<file path="src/rtl/pmu_quota_sched.sv">
// pmu_quota_sched: round-robin quota checker sharing one accumulator across cores,
// raising a sticky interrupt when a core's masked counter sum exceeds its limit.
module pmu_quota_sched #(
    parameter int REG_WIDTH  = 32,
    parameter int N_COUNTERS = 9,
    parameter int N_CORES    = 4,
    localparam int SUM_W = REG_WIDTH + $clog2(N_COUNTERS),
    localparam int CIW   = (N_CORES > 1) ? $clog2(N_CORES) : 1,
    localparam int CNW   = (N_COUNTERS > 1) ? $clog2(N_COUNTERS) : 1
) (
    input  logic                                   clk_i,
    input  logic                                   rstn_i,
    input  logic                                   en_i,
    input  logic                                   softrst_i,
    input  logic [N_COUNTERS-1:0][REG_WIDTH-1:0]   counter_value_i,
    input  logic [N_CORES-1:0][REG_WIDTH-1:0]      quota_limit_i,
    input  logic [N_CORES-1:0][N_COUNTERS-1:0]     quota_mask_i,
    output logic [N_CORES-1:0]                     intr_quota_o,
    output logic                                   done_o,
    output logic [CIW-1:0]                         done_core_o,
    output logic [SUM_W-1:0]                       sum_o
);
    typedef enum logic [1:0] {IDLE, CLEAR, ACCUM, CHECK} state_t;
    state_t                 state, state_nxt;
    logic [CIW-1:0]         core_idx;
    logic [CNW-1:0]         cnt_idx;
    logic [SUM_W-1:0]       acc;
    logic [N_COUNTERS-1:0]  mask_q;
    logic [REG_WIDTH-1:0]   lim_q;
    logic                   last_cnt;
    logic                   last_core;
    assign last_cnt  = (cnt_idx == CNW'(N_COUNTERS - 1));
    assign last_core = (core_idx == CIW'(N_CORES - 1));
    always_comb begin
        state_nxt = state;
        if (softrst_i || !en_i) begin
            state_nxt = IDLE;
        end else begin
            case (state)
                IDLE:  state_nxt = CLEAR;
                CLEAR: state_nxt = ACCUM;
                ACCUM: state_nxt = last_cnt ? CHECK : ACCUM;
                CHECK: state_nxt = CLEAR;
            endcase
        end
    end
    always_ff @(posedge clk_i or negedge rstn_i) begin
        if (!rstn_i) state <= IDLE;
        else         state <= state_nxt;
    end
    always_ff @(posedge clk_i or negedge rstn_i) begin
        if (!rstn_i) begin
            core_idx     <= '0;
            cnt_idx      <= '0;
            acc          <= '0;
            mask_q       <= '0;
            lim_q        <= '0;
            intr_quota_o <= '0;
            done_o       <= 1'b0;
            done_core_o  <= '0;
            sum_o        <= '0;
        end else if (softrst_i) begin
            core_idx     <= '0;
            cnt_idx      <= '0;
            acc          <= '0;
            intr_quota_o <= '0;
            done_o       <= 1'b0;
            done_core_o  <= '0;
            sum_o        <= '0;
        end else begin
            done_o <= 1'b0;
            // Disabling abandons the in-flight check; the next enable starts at core 0.
            if (!en_i) begin
                core_idx <= '0;
            end else begin
                case (state)
                    IDLE: ;
                    CLEAR: begin
                        acc     <= '0;
                        cnt_idx <= '0;
                        mask_q  <= quota_mask_i[core_idx];
                        lim_q   <= quota_limit_i[core_idx];
                    end
                    ACCUM: begin
                        acc     <= acc + (mask_q[cnt_idx] ? SUM_W'(counter_value_i[cnt_idx]) : '0);
                        cnt_idx <= last_cnt ? cnt_idx : cnt_idx + CNW'(1);
                    end
                    CHECK: begin
                        intr_quota_o[core_idx] <= intr_quota_o[core_idx] | (acc > SUM_W'(lim_q));
                        done_o      <= 1'b1;
                        done_core_o <= core_idx;
                        sum_o       <= acc;
                        core_idx    <= last_core ? '0 : core_idx + CIW'(1);
                    end
                endcase
            end
        end
    end
endmodule
</file>
<file path="config.mk">
export PLATFORM = sky130hd
export DESIGN_NAME = pmu_quota_sched
export DESIGN_NICKNAME = d
export VERILOG_FILES = /design/src/rtl/pmu_quota_sched.sv
export SDC_FILE = /design/constraint.sdc
export NUM_CORES = 1
export LEC_CHECK = 0
export CAP_MARGIN = 5
export CORE_AREA = 2 2 191 193
export DETAILED_ROUTE_END_ITERATION = 10
export DIE_AREA = 0 0 193 195
export PLACE_DENSITY = 0.77
export SLEW_MARGIN = 20
export SYNTH_ARGS = -nofsm -noshare
export SYNTH_HDL_FRONTEND = slang
export SYNTH_SLANG_ARGS = --single-unit
</file>
<file path="constraint.sdc">
create_clock -name clk_i -period 3.7 [get_ports clk_i]
set_input_delay 0.74 -clock clk_i [delete_from_list [all_inputs] [get_ports clk_i]]
set_output_delay 0.74 -clock clk_i [all_outputs]
set_load 0.01 [all_outputs]
</file>
==> summary.md <==
| Metric | Value |
|---|---|
| Status | finished with violations |
| Failing checks | negative setup slack |
| Worst-path clk slew | 60 ps |
| Tmin final | 3870 ps |
| Die Wd | 193 um |
| XOR/XNOR Fraction of Synth Area | 2.10% |
| MaxCap Viol Count | 0 |
| Vias post-DR | 11000 |
| RSZ-0062 raised after global routing | yes |
| Seq/Total Area, Yosys | 29.5% |
| Highest-delay cell along the critical path | dfrtp_4 |
| Drt wl/cell | 21.3 um |
| Port Buffers | 498 |
| Synth warn | 0 |
| GP Congestion | 0.909 |
| NetSw | 1470 uW |
| Worst vdd rail ir drop | 323 uV |
| Critical Path Max Stage Delay | 530 ps |
| Setup ws final | -166 ps |
| Largest family of logic cells by synthesized area | multiplexers |
| Total grt overflow | 0 |
| CTS Sinks | 128 |
| Worst Hold Class | input port to asynchronous set/reset pin |
| Asr flop ratio synth | 100% |
| Synth top area share | 29.5% |
| Pwr Density | 273 nW/um2 |
| Simple-gate portion of the synthesized area | 10.0% |
| Number of global-route vias before repair | 11500 |
| Die area | 37600 um2 |
| CP bufs+invs | 4 |
| Power Internal | 3700 uW |
| DRT Pass-1 Iters | 5 |
| Multiplexer area fraction after synthesis | 30.0% |
| Depth of the CTS H-tree | 4 |
| Cell area after placement | 17200 um2 |
| Synth top area cells | dfrtp_1 30%, mux4_2 22%, ha_1 8.4% |
| Final hold violations | 0 |
| Synthesized flop and latch total | 128 |
| Setup Viol. Count Final | 11 |
| Leak | 0.00772 uW |
| Fmax | 0.259 GHz |
| Crit path cell chain | buf_12, clkbuf_16, buf_4, mux4_2, mux2i_1, nor2_1, a21oi_2, nor2_2, ha_4, buf_6, nand3_2, nor3_2, a21oi_2, a21oi_2, o21bai_1, o21a_1, or4_1, o21ai_1 |
| Worst Path Required | 4040 ps |
| Logic pwr share | 34.5% |
| Largest net degree at the start of global routing | 71 |
| Yosys top cell by area | dfrtp_1 |
| First-pass GRT wire length | 65.2 mm |
| Area Growth Syn to Fin | 74.0% |
| Hold-fix buffers, CTS | 0 |
| Critical path data arrival time | 4200 ps |
| CTS root buffer | clkbuf_16 |
| CTS tree | built |
| Net Sw Frac | 28.4% |
| Core Footprint | 35400 um2 |
| Post-Synthesis Cells | 1013 |
| Crit path max fanout | 8 |
| Ratio of cells with drive above 1 in the final layout | 28.2% |
| Clock share of power | 34.0% |
| Critical path depth | 18 |
| Clock skew | 10.8 ps |
| CP startpoint kind | register |
| Cts bufs inserted | 17 |
| Synth Area in Compound Gates | 15.2% |
| Main synth FF type | dfrtp_1 |
| Die Ht | 195 um |
| Most used cell, CP | a21oi_2 |
| Hold WS | 285 ps |
| Fin. max-slew vios | 0 |
| Initial DRC count | 593 |
| R2R depth | 18 |
| Adder-cell share of the synthesized area | 8.60% |
| Clock Path Buffers | 2 |
| Detailed Place HPWL | 34.9 mm |
| Synth Cell Area | 10900 um2 |
| Drt drc | 0 |
| Initial antenna violation count | 2 |
| Netlist cell types | 66 |
| Fin nets | 2148 |
| CP endpoint kind | register |
| Avg Inst Size Synth | 10.7 um2 |
| I/O pin count | 499 |
| Total track usage | 22.7% |
| Total Wirelength | 44.7 mm |
| Worst-Margin Slew | 1120 ps |
| Period utilisation layout | 104% |
| Syn_nets | 1543 |
| Sequential power share | 31.5% |
| Routed Antenna Nets | 0 |
| Number of placement rows | 69 |
| Initial core utilization | 30.7% |
| Vias per inst | 5.26 |
| Crit path max-delay family | compound AO/OA/AOI/OAI gates |
| Number of flops mapped to enable cells by yosys | 0 |
| Clk_lat worst skew | 420 ps |
| Design Area, Final | 18900 um2 |
| Crit path kind | register to register |
| Worst slew margin | 25.1% |
[metrics by stage]
step	setup slack, ps	power, uW	setup TNS, ps	std cells	utilization, %
after floorplan	0.979	2310	0	1013	-
after detailed placement	-662	3190	-11650	2023	48.5
after global routing	-347	5410	-4020	2092	53.4
after CTS	-206	5030	-2060	2067	51.1
final	-166	5170	-1140	2094	53.4
after global placement	-582	3140	-9460	2023	48.5
[path summary, 6_finish.rpt]
kind	startpoint	end	slack (ps)
worst min register to register	sum_o[7]	sum_o[7]	500
worst min-delay path	rstn_i	acc[16]	280
worst max register to register	cnt_idx[0]	acc[34]	-170
worst max-delay path	cnt_idx[0]	acc[34]	-170
min in group clk_i	sum_o[7]	sum_o[7]	500
max in group asynchronous	rstn_i	sum_o[28]	2630
[kinds of logic (layout without fill, tap and decap cells)]
group | Yosys count | after routing
adder cells (fa/ha/maj) | 74 | 74
buffers and inverters | 125 | 743
multiplexers | 185 | 185
XOR/XNOR | 26 | 26
AND/OR/NAND/NOR | 229 | 229
flip-flops | 128 | 128
AO/OA/AOI/OAI | 246 | 246
other | 0 | 2
[final cells by class]
type | instances | area, um2
antenna | 2 | 5.00
clock buffer | 17 | 425
clock inverter | 15 | 185
fill | 3102 | 16500
inverter | 51 | 191
multi-input combinational | 760 | 7780
sequential | 128 | 3220
tap | 461 | 577
timing repair buffer | 660 | 6510
[power by group through the flow]
stage          clock network [uW]  logic (uW)  registers, uW
2_1_floorplan                   0         695           1620
4_1_cts                      1780        1620           1630
5_1_grt                      1840        1930           1650
3_5_place_dp                    0        1540           1650
6_report                     1760        1780           1630
3_3_place_gp                    0        1500           1640
[timing repair]
item,in CTS,in global routing
resized for setup,48,103
pin swaps,18,49
endpoints found under the setup margin,23,28
gates cloned,2,4
setup buffers,10,26
[layer usage]
metal  up-vias  share of wire (%)  wire length, um  global-route usage, %
met4         2                2.2              991                   5.50
met2       407                 51            22700                   39.2
met1      5454                 40            18000                   28.0
met5         -              0.029               13                      0
met3        73                6.7             3000                   5.93
li1       5078                  -                -                      -
[synthesized netlist by cell type, types with 2 or more instances]
| cell | n |
|---|---|
| dfrtp_1 | 128 |
| mux4_2 | 108 |
| nor2_1 | 88 |
| ha_1 | 73 |
| a21oi_1 | 65 |
| nand2_1 | 62 |
| inv_1 | 51 |
| o21ai_0 | 44 |
| clkbuf_1 | 43 |
| a22o_1 | 41 |
| mux2_2 | 41 |
| mux2i_1 | 36 |
| a21o_1 | 32 |
| buf_2 | 20 |
| nand3_1 | 17 |
| nand4_1 | 16 |
| xnor2_1 | 15 |
| o21ai_1 | 11 |
| xor2_1 | 11 |
| buf_1 | 10 |
| nor3_1 | 9 |
| o21bai_1 | 8 |
| a211oi_1 | 6 |
| and3_1 | 5 |
| nor2b_1 | 5 |
| o21a_1 | 5 |
| a21oi_2 | 4 |
| a31oi_1 | 4 |
| o211ai_1 | 4 |
| or3_1 | 4 |
| a211oi_2 | 3 |
| nand2b_1 | 3 |
| nand3b_1 | 3 |
| a211o_1 | 2 |
| a22oi_1 | 2 |
| and2_1 | 2 |
| nor4_2 | 2 |
| or4_1 | 2 |
[layout by cell type (no fill, tap or decap), types with 11 or more instances in the layout]
cell,Yosys,final
a21o_1,32,32
a21oi_1,65,41
a21oi_2,4,24
nand4_1,16,16
clkbuf_16,0,21
inv_1,51,51
nor2_2,0,13
nand3_1,17,15
mux4_2,108,108
mux2_2,41,41
buf_4,0,133
ha_1,73,57
ha_4,0,14
a22o_1,41,41
nand2_1,62,58
nor2_1,88,71
clkdlybuf4s50_1,0,497
o21ai_1,11,21
mux2i_1,36,35
o21ai_0,44,27
dfrtp_1,128,123
xor2_1,11,11
xnor2_1,15,11
[state kept, by name (all words and copies together), names as in the netlist]
register / flops
done_core_o: 2
cnt_idx: 4
state: 2
acc: 36
lim_q: 32
done_o: 1
mask_q: 9
core_idx: 2
intr_quota_o: 4
sum_o: 36
(Power assumes the default switching activity.)
